File: config.mk
export PLATFORM = sky130hd
export DESIGN_NAME = iob_neg2pos_skid
export DESIGN_NICKNAME = d
export VERILOG_FILES = /design/src/rtl/iob_neg2pos_skid_pkg.sv /design/src/rtl/iob_neg2pos_skid_reg_re.sv /design/src/rtl/iob_neg2pos_skid.sv
export SDC_FILE = /design/constraint.sdc
export NUM_CORES = 1
export LEC_CHECK = 0
export ABC_AREA = 1
export CAP_MARGIN = 30
export CORE_ASPECT_RATIO = 1.1
export CORE_UTILIZATION = 49
export DETAILED_ROUTE_END_ITERATION = 16
export PLACE_DENSITY = 0.92
export SYNTH_ARGS = -nofsm -noshare
export SYNTH_HDL_FRONTEND = slang
export SYNTH_SLANG_ARGS = --single-unit
File: constraint.sdc
create_clock -name clk_i -period 1.7 [get_ports clk_i]
set_input_delay 0.34 -clock clk_i [delete_from_list [all_inputs] [get_ports clk_i]]
set_output_delay 0.34 -clock clk_i [all_outputs]
set_load 0.02 [all_outputs]
File: src/rtl/iob_neg2pos_skid_pkg.sv
// Shared occupancy encoding and control-flag payload for the neg-to-pos skid buffer.
package iob_neg2pos_skid_pkg;

  localparam int unsigned LEVEL_W = 2;

  // Occupancy doubles as the state: number of words held (head, then skid).
  typedef enum logic [LEVEL_W-1:0] {
    LVL_EMPTY = 2'd0,
    LVL_ONE   = 2'd1,
    LVL_FULL  = 2'd2
  } level_e;

  // Registered control flags, kept together so they update in one register.
  typedef struct packed {
    logic               in_ready;
    logic               out_valid;
    logic [LEVEL_W-1:0] level;
  } flags_t;

  localparam int unsigned FLAGS_W = $bits(flags_t);

  localparam flags_t FLAGS_RST = '{
    in_ready:  1'b1,
    out_valid: 1'b0,
    level:     LEVEL_W'(LVL_EMPTY)
  };

endpackage

File: src/rtl/iob_neg2pos_skid_reg_re.sv
// Module: iob_reg_re
// Posedge register with synchronous active-high reset and load enable.
// Ports:
//   clk_i  - clock
//   rst_i  - synchronous reset, active-high, overrides en_i
//   en_i   - load enable
//   data_i - next value
//   data_o - registered value
module iob_reg_re #(
  parameter int unsigned        DATA_W  = 1,
  parameter logic [DATA_W-1:0]  RST_VAL = '0
) (
  input  logic              clk_i,
  input  logic              rst_i,
  input  logic              en_i,
  input  logic [DATA_W-1:0] data_i,
  output logic [DATA_W-1:0] data_o
);

  always_ff @(posedge clk_i) begin
    if (rst_i) begin
      data_o <= RST_VAL;
    end else if (en_i) begin
      data_o <= data_i;
    end
  end

endmodule

File: src/rtl/iob_neg2pos_skid.sv
// Module: iob_neg2pos_skid
// Captures a negedge-launched valid/data stream on the rising edge and hands it to
// posedge logic through a 2-entry skid buffer (head + skid) with valid/ready flow
// control. Sustains one word per cycle; every output comes straight from a flop.
// Ports:
//   clk_i       - single clock, all updates on posedge
//   rst_i       - synchronous reset, active-high, overrides cke_i
//   cke_i       - clock enable, 0 holds all state
//   in_valid_i  - producer word valid (negedge launched)
//   in_data_i   - producer word (negedge launched)
//   in_ready_o  - buffer can accept (registered)
//   out_valid_o - word available on data_o (registered)
//   out_ready_i - consumer accepts
//   data_o      - head word (registered)
//   level_o     - occupancy 0..2
module iob_neg2pos_skid
  import iob_neg2pos_skid_pkg::*;
#(
  parameter int unsigned       DATA_W  = 8,
  parameter logic [DATA_W-1:0] RST_VAL = '0
) (
  input  logic              clk_i,
  input  logic              rst_i,
  input  logic              cke_i,
  input  logic              in_valid_i,
  input  logic [DATA_W-1:0] in_data_i,
  output logic              in_ready_o,
  output logic              out_valid_o,
  input  logic              out_ready_i,
  output logic [DATA_W-1:0] data_o,
  output logic [1:0]        level_o
);

  flags_t              flags_q;
  flags_t              flags_d;
  logic [DATA_W-1:0]   head_q;
  logic [DATA_W-1:0]   head_d;
  logic [DATA_W-1:0]   skid_q;
  logic                head_en;
  logic                skid_en;
  logic                push;
  logic                pop;
  logic [LEVEL_W-1:0]  lvl_n;

  // Handshakes only use registered ready/valid, so no input reaches an output.
  assign push = in_valid_i & flags_q.in_ready & cke_i;
  assign pop  = flags_q.out_valid & out_ready_i & cke_i;

  // Next occupancy and which data register loads.
  always_comb begin
    flags_d = flags_q;
    lvl_n   = flags_q.level;
    head_en = 1'b0;
    skid_en = 1'b0;
    head_d  = in_data_i;
    case (flags_q.level)
      LEVEL_W'(LVL_EMPTY): begin
        if (push) begin
          lvl_n   = LEVEL_W'(LVL_ONE);
          head_en = 1'b1;
        end
      end
      LEVEL_W'(LVL_ONE): begin
        if (push && pop) begin
          head_en = 1'b1;
        end else if (push) begin
          lvl_n   = LEVEL_W'(LVL_FULL);
          skid_en = 1'b1;
        end else if (pop) begin
          lvl_n   = LEVEL_W'(LVL_EMPTY);
        end
      end
      LEVEL_W'(LVL_FULL): begin
        // in_ready is low here, so a pop is the only possible event.
        if (pop) begin
          lvl_n   = LEVEL_W'(LVL_ONE);
          head_en = 1'b1;
          head_d  = skid_q;
        end
      end
      default: ;
    endcase
    flags_d.level     = lvl_n;
    flags_d.in_ready  = (lvl_n != LEVEL_W'(LVL_FULL));
    flags_d.out_valid = (lvl_n != LEVEL_W'(LVL_EMPTY));
  end

  iob_reg_re #(
    .DATA_W  (FLAGS_W),
    .RST_VAL (FLAGS_W'(FLAGS_RST))
  ) u_flags_reg (
    .clk_i  (clk_i),
    .rst_i  (rst_i),
    .en_i   (cke_i),
    .data_i (flags_d),
    .data_o (flags_q)
  );

  iob_reg_re #(
    .DATA_W  (DATA_W),
    .RST_VAL (RST_VAL)
  ) u_head_reg (
    .clk_i  (clk_i),
    .rst_i  (rst_i),
    .en_i   (head_en),
    .data_i (head_d),
    .data_o (head_q)
  );

  iob_reg_re #(
    .DATA_W  (DATA_W),
    .RST_VAL (RST_VAL)
  ) u_skid_reg (
    .clk_i  (clk_i),
    .rst_i  (rst_i),
    .en_i   (skid_en),
    .data_i (in_data_i),
    .data_o (skid_q)
  );

  assign in_ready_o  = flags_q.in_ready;
  assign out_valid_o = flags_q.out_valid;
  assign data_o      = head_q;
  assign level_o     = flags_q.level;

endmodule

### Yosys cells after proc, flatten, opt, wreduce, memory -nomap -nowiden

Cells that the tools add are included.

| storage, ports and cells | value |
|---|---|
| input bits | 13 |
| flip-flop bits (word level) | 20 |
| logic and storage cells | 27 |

| cells by class | value |
|---|---|
| bitwise operators | 4 |
| muxes and demuxes | 14 |
| reduce and logical (&&, ||, !) cells | 3 |
| equal/unequal tests | 3 |

Operators by type and width:

| cell | count |
|---|---|
| $mux 8 | 2 |
| $mux 2 | 5 |
| $pmux 2 s3 | 1 |
| $mux 1 | 5 |
| $and 1x1->1 | 4 |
| $pmux 1 s3 | 1 |
| $eq 2x1->1 const B | 1 |
| $eq 2x2->1 const B | 1 |
| $logic_not 2->1 | 1 |
| $ne 2x2->1 const B | 1 |
| $reduce_bool 2->1 | 1 |
| $logic_and 1x1->1 | 1 |

### Longest topological paths before layout

| logic depth | value |
|---|---|
| depth in word-level cells | 7 |
| mapped depth | 8 |
| gate-level depth less buffers | 7 |

### Cells and area by module

A second synthesis with hierarchy kept.

| second synthesis, totals | value |
|---|---|
| cells, all modules | 181 |
| area, all modules | 1088.5 um^2 |

Modules (own cells, without submodules):

| module | cells an instance | seq. area each (um^2) | area each (um^2) | times used |
|---|---|---|---|---|
| iob_reg_re (u_head_reg ...) | 51 | 160.2 | 341.6 | 2 |
| iob_neg2pos_skid | 54 | 0.0 | 230.2 | 1 |
| iob_reg_re (u_flags_reg) | 25 | 80.1 | 175.2 | 1 |

### Worst setup path after synthesis

OpenSTA, ideal clock, no wires.

| timing path | value |
|---|---|
| kind | reg-to-reg |
| start point | register u_flags_reg.data_o[2] |
| end point | register u_head_reg.data_o[5] |
| arrival | 1.191 ns |
| slack | 0.392 ns |
| period minus slack after synthesis | 1.308 ns |
| cell stages (with the launch flop) | 9 |
| library setup time | 0.117 ns |
| path through | dfxtp_1 nand2_1 nor2_4 nand3_4 buf_6 nand2_1 o21ai_1 nor2_1 nor2_1 |

| on the way | value |
|---|---|
| longest elaborated chain between the ends | 5 |

Ends and longest elaborated chain:

| element | line | text |
|---|---|---|
| start, declared | iob_neg2pos_skid_reg_re.sv:17 | `output logic [DATA_W-1:0] data_o` |
| start signal, assigned | iob_neg2pos_skid_reg_re.sv:24 | `data_o <= data_i;` |
| $and 1x1->1 * (2 in series) | iob_neg2pos_skid.sv:47 | `assign pop = flags_q.out_valid & out_ready_i & cke_i;` |
| $logic_and 1x1->1 | iob_neg2pos_skid.sv:64 | `if (push && pop) begin` |
| $mux 1 | iob_neg2pos_skid.sv:64 |  |
| $pmux 1 s3 | iob_neg2pos_skid.sv:56 | `case (flags_q.level)` |
| end signal, assigned | iob_neg2pos_skid_reg_re.sv:24 |  |
| end, declared | iob_neg2pos_skid_reg_re.sv:17 |  |

Mark *: on every way between the ends. The rest lies on a longest branch, timed or not.
A chain may end at the register's enable or synchronous reset.

### Worst setup path in the final report

| timing path | value |
|---|---|
| start point | register u_flags_reg.data_o[2] |
| end point | output port out_valid_o |

RTL lines:

| element | line | text |
|---|---|---|
| end, declared | iob_neg2pos_skid.sv:28 | `output logic out_valid_o,` |

No word-level cell between the ends.

==> summary.md <==
* run status: complete, no violations
* total of hold buffers inserted after clock tree synthesis: 0
* layout cell share with drive strength beyond 1: 0.112
* setup repair after global routing missed its margin: no
* count of non-filler cells in the finished layout: 160
* number of violations reported at the end of detailed-routing iteration 0: 34
* post-DR wirelength/cell: 11.1 um
* cell depth of the worst setup path: 1
* worst reg-to-reg setup slack: 0.34 ns
* H-tree lvl count: 1
* width of the die: 42.1 um
* #FFs+latches synth: 20
* clock slew at reported path FFs: 0.10 ns
* starting utilization of the core area: 0.538
* largest stage delay on the critical path: 0.62 ns
* detailed-route via count: 841
* number of setup violations in the final report: 0
* floorplan core area: 1610 um2
* crit path time final: 1.63 ns
* Syn Inst Count: 114
* Rows: 15
* wire length of the first global-routing pass: 3.15 mm
* CP startpoint kind: register
* DP Wirelength: 1.39 mm
* I/O Buffers: 24
* number of nets with antenna violations after routing: 0
* area of the mapped netlist: 868 um2
* Layout Skew: 0.00316 ns
* Hold Path Stages: 2
* number of nets in the layout: 158
* die height: 46.2 um
* Final Hold Vio Count: 0
* worst reg2reg path endpoint: u_skid_reg.data_o[7]
* grt ovf: 0
* portion of the post-synthesis area used by sequential elements: 0.461
* required time of the critical path: 1.36 ns
* slew margin rel.: 0.737
* Routability Congestion: 0.762
* path depth of the worst reg2reg path: 5
* share of the synthesized area in the top cell type: 0.461
* Worst Min Path Start: u_skid_reg.data_o[2]
* DRC violation count after routing: 0
* cell family with most CP delay: buffers and inverters
* VDD IR-drop max: 0.000487 V
* vias in the first global route: 753
* critical setup path kind: register to primary output
* final critical-path share of the clock period: 0.958
* distinct cell type count of the synthesized netlist: 20
* list of cells traversed by the critical path: clkdlybuf4s50_1
* cell at the root of the clock tree: sky130_fd_sc_hd__clkbuf_4
* max-slew violation count: 0
* pin count of the biggest net entering global routing: 19
* total instance count after detailed placement: 157
* Mapped Nets: 127
* Longest Clk Path Bufs: 2
* arrival time of the worst setup path: 1.29 ns
* Max FO, Critical Path: 4
* clock latency on the worst-skew pair: 0.29 ns
* drt first pass iters: 4
* Num Clock Sinks: 20
* Area contributors post-synth: sky130_fd_sc_hd__dfxtp_1 (46%), sky130_fd_sc_hd__o21ai_0 (9.2%), sky130_fd_sc_hd__nor2_1 (6.9%), sky130_fd_sc_hd__nand2_1 (6.5%), sky130_fd_sc_hd__a21oi_1 (5.2%)
* endpoint class of the critical path: primary output
* total number of yosys warnings: 0
* Hold Path End: u_skid_reg.data_o[2]
* number of CTS-inserted buffers: 3
* highest attainable clock frequency: 614 MHz
* per-cell via count in the routed design: 5.26
* synthesized area divided by synthesized cell count: 7.62 um2
* sum of routed wire length over all layers: 1.78 mm
* crit path max-delay cell type: sky130_fd_sc_hd__clkdlybuf4s50_1
* die area: 1940 um2
* number of diodes added for antenna fixing: 0
* number of antenna violations at the first check in global routing: 0
* start of the worst register-to-register path: u_flags_reg.data_o[3]
* All-Layer GR Usage: 0.210
* post-synth top area cell: sky130_fd_sc_hd__dfxtp_1
* synth-to-layout area growth: 35.2%
* Critical path buffers and inverters: 1
* areal power density over the cells: 772 nW/um2
* total power of the final layout: 0.906 mW
* TritonCTS clock tree: done
* Min-Delay Path Class: register to register
* count of maximum capacitance violations: 0
* number of top-level pins: 25
* leakage component of the power: 0.456 nW
* Worst-Margin Slew: 0.395 ns
worst min-delay path: stages, from the launching register on:
cell and delay (ns):
sky130_fd_sc_hd__dfxtp_1 0.31, sky130_fd_sc_hd__inv_1 0.06, sky130_fd_sc_hd__a21oi_1 0.05
sequential cells by signal, indices dropped and copies added (netlist names):
signal              count
u_flags_reg.data_o      4
u_skid_reg.data_o       8
u_head_reg.data_o       8
logic make-up (layout without fill, tap and decap cells):
family                 Yosys count  count (layout)  synth area share
AOI/OAI and AO/OA               36              36             0.218
DFF                             20              20             0.461
and+or+nand+nor                 42              42             0.235
buffers and inverters           16              45            0.0865
cell usage after synthesis:
master                     count
sky130_fd_sc_hd__nand4_1       1
sky130_fd_sc_hd__o211ai_1      1
sky130_fd_sc_hd__nor2_1       16
sky130_fd_sc_hd__nor2_2        1
sky130_fd_sc_hd__nand3_4       1
sky130_fd_sc_hd__o21ai_2       1
sky130_fd_sc_hd__nor2_4        1
sky130_fd_sc_hd__nand3_2       1
sky130_fd_sc_hd__o21ai_1       7
sky130_fd_sc_hd__nand3_1       5
sky130_fd_sc_hd__nand2_4       1
sky130_fd_sc_hd__buf_6         2
sky130_fd_sc_hd__a31oi_1       2
sky130_fd_sc_hd__clkbuf_1      1
sky130_fd_sc_hd__inv_2         2
sky130_fd_sc_hd__dfxtp_1      20
sky130_fd_sc_hd__nand2_1      15
sky130_fd_sc_hd__o21ai_0      16
sky130_fd_sc_hd__a21oi_1       9
sky130_fd_sc_hd__inv_1        11
metal layers:
metal | part of all wire | global-route usage | routed length [um]
met1 | 0.46 | 0.260 | 814
met2 | 0.49 | 0.384 | 867
met3 | 0.057 | 0.0588 | 101
met4 | 0 | 0.0188 | 0
met5 | 0 | 0 | 0
layout by cell type, fill, tap and decap left out, types with 2 or more instances in the layout:
cell                              synthesis  final
sky130_fd_sc_hd__clkdlybuf4s50_1          0     22
sky130_fd_sc_hd__inv_1                   11     11
sky130_fd_sc_hd__dlygate4sd2_1            0      2
sky130_fd_sc_hd__nand3_1                  5      5
sky130_fd_sc_hd__clkbuf_4                 0      3
sky130_fd_sc_hd__buf_4                    0      4
sky130_fd_sc_hd__nor2_1                  16     16
sky130_fd_sc_hd__a31oi_1                  2      2
sky130_fd_sc_hd__o21ai_1                  7      7
sky130_fd_sc_hd__inv_2                    2      2
sky130_fd_sc_hd__o21ai_0                 16     16
sky130_fd_sc_hd__nand2_1                 15     15
sky130_fd_sc_hd__dfxtp_1                 20     20
sky130_fd_sc_hd__a21oi_1                  9      9
worst max-delay path by stage:
stage                                      from              endpoint  slack, ns
after global placement                    cke_i  u_skid_reg.data_o[4]      -0.08
after global routing                      cke_i  u_skid_reg.data_o[7]       0.02
after detailed placement                  cke_i  u_skid_reg.data_o[7]      -0.18
after floorplan           u_flags_reg.data_o[2]  u_head_reg.data_o[5]       0.39
after CTS                 u_flags_reg.data_o[2]           out_valid_o       0.05
final                     u_flags_reg.data_o[2]           out_valid_o       0.07
power by group:
| group | switching (mW) | total, mW | internal, mW |
|---|---|---|---|
| logic | 0.0957 | 0.187 | 0.0911 |
| clock network | 0.125 | 0.208 | 0.0825 |
| registers | 0.0155 | 0.511 | 0.495 |
| total | 0.237 | 0.906 | 0.669 |
stage by stage:
step | hold slack (ns) | util | TNS (ns) | area, um2 | setup slack (ns)
5_1_grt | 0.480 | 0.727 | 0 | 1170 | 0.0194
3_5_place_dp | 0.448 | 0.715 | -1.64 | 1150 | -0.183
4_1_cts | 0.462 | 0.727 | 0 | 1170 | 0.0534
2_1_floorplan | 0.409 | - | 0 | 868 | 0.392
3_3_place_gp | 0.439 | 0.715 | -0.635 | 1150 | -0.0781
6_report | 0.459 | 0.727 | 0 | 1170 | 0.0721
timing repair:
item,CTS,global route
setup endpoints to repair,2,0
buffers inserted,0,0
resized for setup,2,0
cell type report:
cell class	count	area (um2)
Fill cell	124	440
Multi-Input combinational cell	78	393
Timing Repair Buffer	29	288
Tap cell	17	21.3
Clock buffer	3	22.5
Inverter	13	48.8
Sequential cell	20	400
(Power assumes the default switching activity.)
